**config.mk**
```make
export PLATFORM = sky130hd
export DESIGN_NAME = inst_fetch_buffer
export DESIGN_NICKNAME = d
export VERILOG_FILES = /design/src/rtl/inst_fetch_buffer.sv
export SDC_FILE = /design/constraint.sdc
export NUM_CORES = 1
export LEC_CHECK = 0
export CAP_MARGIN = 15
export CORE_ASPECT_RATIO = 0.7
export CORE_MARGIN = 1.5
export CORE_UTILIZATION = 49
export CTS_BUF_LIST = sky130_fd_sc_hd__clkbuf_16
export CTS_CLUSTER_DIAMETER = 30
export DETAILED_ROUTE_END_ITERATION = 16
export PLACE_DENSITY = 0.72
export SKIP_LAST_GASP = 1
export SLEW_MARGIN = 0
export SYNTH_ARGS = -nofsm -noshare
export SYNTH_HDL_FRONTEND = slang
export SYNTH_SLANG_ARGS = --single-unit
```
**constraint.sdc**
```tcl
create_clock -name clk -period 3.02 [get_ports clk]
set_input_delay 0.302 -clock clk [delete_from_list [all_inputs] [get_ports clk]]
set_output_delay 0.302 -clock clk [all_outputs]
set_load 0.005 [all_outputs]
```
**src/rtl/inst_fetch_buffer.sv**
```systemverilog
// Fetch buffer between stage_if and decode: circular queue of {pc, inst} pairs
// with valid/ready hand-off to ID, full back-pressure and branch flush.
module inst_fetch_buffer #(
  parameter int unsigned DEPTH    = 4,
  parameter logic [31:0] NOP_INST = 32'h00000013
) (
  input  logic                     clk,
  input  logic                     rst,
  input  logic                     if_valid,
  input  logic [31:0]              if_pc,
  input  logic [31:0]              if_inst,
  input  logic                     br_ctrl,
  input  logic                     id_ready,
  output logic                     pc_stall,
  output logic                     id_valid,
  output logic [31:0]              id_pc,
  output logic [31:0]              id_inst,
  output logic [$clog2(DEPTH):0]   fb_count
);

  localparam int unsigned PtrW = $clog2(DEPTH);
  localparam int unsigned CntW = PtrW + 1;

  logic [31:0]     pc_mem   [DEPTH];
  logic [31:0]     inst_mem [DEPTH];
  logic [PtrW-1:0] rd_ptr_q, rd_ptr_d;
  logic [PtrW-1:0] wr_ptr_q, wr_ptr_d;
  logic [CntW-1:0] count_q, count_d;
  logic            full, empty, push, pop;

  assign full  = (count_q == CntW'(DEPTH));
  assign empty = (count_q == '0);

  // Full blocks push even when a pop happens the same cycle, so pc_stall
  // depends on registered state only.
  assign push = if_valid & ~full & ~br_ctrl;
  assign pop  = ~empty & id_ready & ~br_ctrl;

  always_comb begin
    rd_ptr_d = rd_ptr_q;
    wr_ptr_d = wr_ptr_q;
    count_d  = count_q;
    if (br_ctrl) begin
      rd_ptr_d = '0;
      wr_ptr_d = '0;
      count_d  = '0;
    end else begin
      if (push) wr_ptr_d = wr_ptr_q + PtrW'(1);
      if (pop)  rd_ptr_d = rd_ptr_q + PtrW'(1);
      if (push && !pop)      count_d = count_q + CntW'(1);
      else if (pop && !push) count_d = count_q - CntW'(1);
    end
  end

  always_ff @(posedge clk or posedge rst) begin
    if (rst) begin
      rd_ptr_q <= '0;
      wr_ptr_q <= '0;
      count_q  <= '0;
    end else begin
      rd_ptr_q <= rd_ptr_d;
      wr_ptr_q <= wr_ptr_d;
      count_q  <= count_d;
    end
  end

  // Storage is intentionally not reset.
  always_ff @(posedge clk) begin
    if (push) begin
      pc_mem[wr_ptr_q]   <= if_pc;
      inst_mem[wr_ptr_q] <= if_inst;
    end
  end

  always_comb begin
    pc_stall = full;
    id_valid = ~empty;
    fb_count = count_q;
    id_pc    = '0;
    id_inst  = NOP_INST;
    if (!empty) begin
      id_pc   = pc_mem[rd_ptr_q];
      id_inst = inst_mem[rd_ptr_q];
    end
  end

endmodule

```
==> qor.txt, run 1 <==
Status -> finished, final reports clean
Worst EP required -> 2.72 ns
WHS -> 0.03634 ns
Min Tclk post-route -> 2.902 ns
Slew HR -> 67.66%
Internal power -> 9.074 mW
# Max-Cap Violations -> 0
Power Dens Cells -> 883.2 mW/mm^2
IO buf count -> 137
Worst vdd ir -> 0.0005454 V
Mapped Cells -> 468
Via count -> 5089
Layout cell share with drive strength beyond 1 -> 23.51%
Sw Share -> 23.65%
Final Max Slew Viols -> 0
Clock share of power -> 40.5%
Fin cells -> 942
Boundary Pins -> 138
Worst clock skew -> 0.008939 ns
Combinational power share -> 23.0%
Final hold violations -> 0
Initial antenna violation count -> 1
Setup-failing EPs final -> 0
Routed WL -> 20050 um
Post-Route Utilization -> 66.88%
Start-to-end type of the worst setup path -> flip-flop to output pin
Hold crit path type -> input pin to async pin
Sequential area share after synthesis -> 77.06%
Cell family with most CP delay -> buffers and inverters
Die Y -> 123.7 um
Unique masters post-synth -> 33
Root buffer cell -> clkbuf_16
Layout net count -> 715
CTS max path bufs -> 3
Clock Latency Late Sink -> 0.50 ns
Synth-to-layout area growth -> 31.88%
Gr usage total -> 19.14%
Inserted Clock Buffers -> 40
Drt wl/cell -> 21.28 um
DIE AREA -> 0.02171 mm^2
DP Wirelength -> 11860 um
Largest net degree at the start of global routing -> 38
Placer Congestion -> 0.7518
DRT Pass-1 Iters -> 4
Unrepaired setup endpoints after global routing -> no
CP Capture Type -> output pin
Iteration-0 DRC Markers -> 446
Flops & latches, synth -> 263
Startpoint types -> flip-flop
Clock sink count -> 263
Pwr Total -> 11.88 mW
CTS tree -> done
Arr. time, crit path -> 2.60 ns
Inst Count DP -> 868
Worst-path fanout max -> 31
Clock-pin slew on the worst setup and hold paths -> 0.05 ns
Setup TNS -> 0 ns
Synth Warn # -> 0
Slowest cell on crit path -> clkdlybuf4s50_1
Peak Freq -> 344.6 MHz
Number of global-route vias before repair -> 5453
# diodes -> 0
Vias per inst -> 5.402
Slowest Stage Delay on Critical Path -> 0.52 ns
Worst-Margin Slew -> 0.4851 ns
Reg power frac -> 36.5%
Post-DRT Antenna Nets -> 0
Post-route DRC -> 0
CP cell instances -> or2_1, nor2_4, inv_4, buf_6, and2_1, clkdlybuf4s50_1
Row count -> 43
Overflow after GRT -> 0
Leakage power -> 4.416 nW
Switching pwr -> 2.810 mW
Avg Synthesized Cell Area -> 21.80 um^2
Initial core utilization -> 50.71%
First-pass GRT wire length -> 30780 um
Fin crit share -> 96.08%
Synthesized Nets -> 542
Die Wd -> 175.5 um
Buf+Inv Stages, Crit Path -> 3
Core Region -> 0.02012 mm^2
CTS HTree Levels -> 2
Synthesized area -> 0.01020 mm^2
[per-stage QoR]
| stage | worst slack (ns) | cell area [um^2] |
|---|---|---|
| floorplan | 0.1441 | 10200 |
| global placement | 0.4953 | 12010 |
| detailed placement | 0.4556 | 12010 |
| CTS | 0.01695 | 13440 |
| global route | 0.006440 | 13460 |
| finish | 0.1183 | 13460 |
[power groups by stage]
stage	Sequential [mW]	Clock (mW)	Combinational, mW
2_1_floorplan	4.35	0	1.41
3_3_place_gp	4.43	0	2.66
3_5_place_dp	4.44	0	2.68
4_1_cts	4.37	4.90	2.73
5_1_grt	4.35	5.05	2.94
6_report	4.34	4.82	2.73
[layer usage]
metal / routed length, um / part of all wire (%) / vias up / track usage [%]
met3: 1365 / 6.8 / 26 / 4.640
met4: 212 / 1.1 / 2 / 4.487
met2: 9345 / 47 / 184 / 29.61
li1: - / - / 2250 / -
met1: 9104 / 45 / 2627 / 27.94
met5: 17 / 0.085 / - / 0
[layout make-up]
type | instances | area [um^2]
sequential | 263 | 7870
fill | 1307 | 6665
timing repair buffer | 156 | 1605
multi-input combinational | 172 | 2180
inverter | 8 | 32.53
clock inverter | 32 | 405.4
clock buffer | 41 | 1026
tap | 270 | 337.8
[kinds of logic (layout without fill, tap and decap cells)]
kind of cell | Yosys count | after routing | share of synthesized area, %
DFF | 263 | 263 | 77.06
and+or+nand+nor | 82 | 82 | 4.795
muxes | 66 | 66 | 14.32
buffers and inverters | 33 | 237 | 1.729
AOI/OAI and AO/OA | 15 | 15 | 1.067
adders and majority gates | 5 | 5 | 0.6867
xor gates and xnor gates | 4 | 4 | 0.3434
[synth_stat cells]
cell type    n  area [um^2]
a2111o_1     1        11.26
a211oi_1     1        7.510
a21boi_0     1        7.510
a21o_1       1        7.510
a21oi_1      1        5.000
a221oi_1     1        8.760
a311oi_1     1        8.760
a32oi_1      1        8.760
and2_1      65        406.6
buf_2       12        60.06
buf_6        5        56.30
clkbuf_1     8        30.03
dfrtp_1      7        175.2
edfxtp_1   256         7687
fa_1         1        20.02
ha_1         4        50.05
inv_1        7        26.28
inv_2        1        3.750
mux2i_1      2        20.02
mux4_2      64         1441
nand2_1      2        7.510
nand3_1      2        10.01
nand4_1      1        6.260
nor2_1       6        22.52
nor2_2       1        6.260
nor3_1       1        5.000
o211ai_1     1        7.510
o21ai_0      4        20.02
o21ai_2      1        8.760
o31ai_1      1        7.510
or2_1        4        25.02
xnor2_1      1        8.760
xor2_1       3        26.28
[registers in the layout, indices dropped and copies added, names as in the netlist]
name      count
rd_ptr_q      2
fb_count      3
inst_mem    128
wr_ptr_q      2
pc_mem      128
[worst paths after layout]
kind	from	endpoint	slack, ns	cells past startpoint
setup / recovery	fb_count[0]$_DFFE_PP0P_	id_pc[16]	0.12	6
max in group asynchronous	rst	rd_ptr_q[0]$_DFFE_PP0P_	2.74	2
min in group clk	if_inst[0]	inst_mem[1][0]$_DFFE_PP_	0.44	1
setup reg to reg	fb_count[0]$_DFFE_PP0P_	fb_count[1]$_DFFE_PP0P_	0.57	7
hold reg to reg	wr_ptr_q[1]$_DFFE_PP0P_	wr_ptr_q[1]$_DFFE_PP0P_	0.63	2
hold / removal	rst	fb_count[0]$_DFFE_PP0P_	0.04	2
[worst register-to-register path: cells and delay by family (launching register included)]
family	cells	cell delay, ns
fa+ha+maj	1	0.49
flops	1	0.47
compound gates	5	1.08
simple gates	1	0.30
[cell usage in the layout, fill, tap and decap left out, types with 5 or more instances in the layout]
cell type / synthesis / final
clkdlybuf4s50_1: 0 / 137
dfrtp_1: 7 / 5
mux4_2: 64 / 64
clkbuf_16: 0 / 41
inv_1: 7 / 10
edfxtp_1: 256 / 256
buf_4: 0 / 11
nor2_1: 6 / 6
and2_1: 65 / 61
clkinv_2: 0 / 7
inv_6: 0 / 5
bufinv_16: 0 / 9
buf_12: 0 / 7
[what timing repair did]
| action | in CTS | in global routing |
|---|---|---|
| gates resized for setup | 2 | 1 |
| endpoints found under the hold margin | 0 | 0 |
| buffers inserted | 0 | 1 |
| pin swaps | 0 | 0 |
| endpoints found under the setup margin | 30 | 28 |
| hold buffers | 0 | 0 |
Note: power is estimated with default switching activity, not from simulation.
==> run 2, diff against run 1 <==
Settings changed: CORE_MARGIN 1.5 to 5, SKIP_LAST_GASP 1 to unset.
==> run 2 against run 1 <==
Global-route usage fell by 1.7 points. Sequential share of layout area grew 0.59 points. Utilization fell by 2.2 points. Maximum frequency up 1.3%. Sequential cell count unchanged. Clock-buffer cell count is 2 higher. Power shrank 4.0%. Worst hold slack gained 0.035 ns. Cell count rose by 0.96%. Critical path depth is the same. Register-to-register slack improved by 0.03 ns. Combinational power about the same. Largest cell class unchanged.
==> qor.txt, run 2 (synthesis results as in run 1) <==
Number of global-route vias before repair -> 5643 (+3.5%)
Initial core utilization -> 49.56% (-1.2 points)
Worst r2r dst -> fb_count[1]$_DFFE_PP0P_
# diodes -> 0 (unchanged)
First-pass GRT wire length -> 31810 um (+3.3%)
Post-route DRC -> 0 (unchanged)
CTS max path bufs -> 3 (unchanged)
Final Max Slew Viols -> 0 (unchanged)
Vias per inst -> 5.416 (+0.26%)
Routed WL -> 20450 um (+2.0%)
Root buffer cell -> clkbuf_16
Min Tclk post-route -> 2.865 ns (-0.03688 ns)
Arr. time, crit path -> 2.56 ns (-0.04 ns)
R2r startpoint -> fb_count[0]$_DFFE_PP0P_
Most common cell after layout, fill and taps aside -> edfxtp_1
Iteration-0 DRC Markers -> 396 (-11%)
Clock sink count -> 263 (unchanged)
Leakage power -> 4.360 nW (-1.3%)
Final Cell Area -> 0.01332 mm^2 (-1.0%)
Setup-failing EPs final -> 0 (unchanged)
Initial antenna violation count -> 2 (+1)
IO buf count -> 137 (unchanged)
FF-to-FF setup slack -> 0.60 ns (+0.03 ns)
Row count -> 44 (+2.3%)
CTS tree -> done
Worst-path fanout max -> 52 (+68%)
Core Region -> 0.02059 mm^2 (+2.3%)
Layout cell share with drive strength beyond 1 -> 22.96% (-0.55 points)
Inserted Clock Buffers -> 42 (+5.0%)
Startpoint types -> flip-flop
Worst clock skew -> 0.009756 ns (+0.0008165 ns)
Crit path launch -> fb_count[0]$_DFFE_PP0P_
Worst reg-to-reg path cell count -> 7 (unchanged)
Post-Route Utilization -> 64.71% (-2.2 points)
Most frequent cells in the layout -> edfxtp_1, clkdlybuf4s50_1, mux4_2
Clock Latency Late Sink -> 0.51 ns (about the same)
Die Y -> 130.7 um (+5.7%)
Area after DPL -> 0.01198 mm^2 (-0.23%)
Worst vdd ir -> 0.0004424 V (-19%)
CP Capture Type -> output pin
DIE AREA -> 0.02386 mm^2 (+9.9%)
Pwr Total -> 11.41 mW (-4.0%)
Layout net count -> 716 (+0.14%)
Status -> finished, final reports clean
WHS -> 0.07104 ns (+0.03470 ns)
Power Dens Cells -> 856.6 mW/mm^2 (-3.0%)
Peak Freq -> 349.1 MHz (+1.3%)
Final hold violations -> 0 (unchanged)
CTS HTree Levels -> 2 (unchanged)
Die Wd -> 182.5 um (+4.0%)
Via count -> 5151 (+1.2%)
Worst-Margin Slew -> 0.5061 ns (+0.02103 ns)
Drt wl/cell -> 21.50 um (+1.1%)
Gr usage total -> 17.43% (-1.7 points)
Largest net degree at the start of global routing -> 53 (+39%)
Clock-pin slew on the worst setup and hold paths -> 0.05 ns (about the same)
Overflow after GRT -> 0 (unchanged)
DRT Pass-1 Iters -> 4 (unchanged)
Post-DRT Antenna Nets -> 0 (unchanged)
Hold crit path type -> input pin to async pin
CP Capture Point -> id_pc[23]
Placer Congestion -> 0.7507 (-0.15%)
Slew HR -> 66.26% (-1.4 points)
Boundary Pins -> 138 (unchanged)
Unrepaired setup endpoints after global routing -> no
Setup TNS -> 0 ns (unchanged)
Worst EP required -> 2.72 ns (about the same)
# Max-Cap Violations -> 0 (unchanged)
DP Wirelength -> 12230 um (+3.1%)
Fin crit share -> 94.86% (-1.2 points)
Synth-to-layout area growth -> 30.57%
Start-to-end type of the worst setup path -> flip-flop to output pin
run 2: cell count changes in the layout (fill, tap and decap cells not counted), sizes merged:
cell / change
buf: -1
clkinvlp: +1
bufinv: -7
clkinv: +8
clkbuf: +2
run 2: cell type report:
type | count | area (um^2)
well taps | 276 | 345.3
clock buffers | 43 | 1076
fillers | 1393 | 7267
flip-flops and latches | 263 | 7870
clock inverters | 34 | 237.7
inverters | 8 | 30.03
repair buffers | 155 | 1582
multi-input cells | 172 | 2182
run 2: metrics by stage:
stage / cells / worst slack (ns)
floorplan: 468 / 0.1441
global placement: 871 / 0.3762
detailed placement: 871 / 0.2587
CTS: 948 / 0.002292
global route: 951 / 0.04856
finish: 951 / 0.1552
run 2: worst max-delay path, stage by stage, from the launching register on:
cell and delay (ns):
dfrtp_1 0.48, or2_4 0.23, nor2_4 0.06, inv_2 0.23, buf_12 0.28, and2_1 0.23
clkdlybuf4s50_1 0.53
run 2: what timing repair did:
| item | CTS | global route |
|---|---|---|
| resized for setup | 1 | 1 |
| endpoints found under the setup margin | 1 | 50 |
| buffers inserted | 0 | 3 |
| hold buffers | 0 | 0 |
| cloned | 0 | 0 |
run 2: worst min path at each step:
stage               start                       to  slack [ns]
floorplan             rst  fb_count[0]$_DFFE_PP0P_        0.11
global placement      rst  fb_count[0]$_DFFE_PP0P_        0.57
detailed placement    rst  fb_count[1]$_DFFE_PP0P_        0.59
CTS                   rst  rd_ptr_q[1]$_DFFE_PP0P_        0.07
global route          rst  rd_ptr_q[1]$_DFFE_PP0P_        0.09
finish                rst  fb_count[1]$_DFFE_PP0P_        0.07
run 2: per-layer routing:
layer	GRT usage [%]	vias up	routed length (um)
li1	-	2256	-
met1	24.09	2662	8855
met2	27.82	194	9771
met3	5.313	35	1538
met4	4.191	4	255
met5	0	-	30
run 2: where the power goes:
part / switching, mW / internal [mW] / total [mW]
clock: 1.58 / 2.76 / 4.33
sequential: 0.102 / 4.23 / 4.33
combinational: 1.13 / 1.61 / 2.74
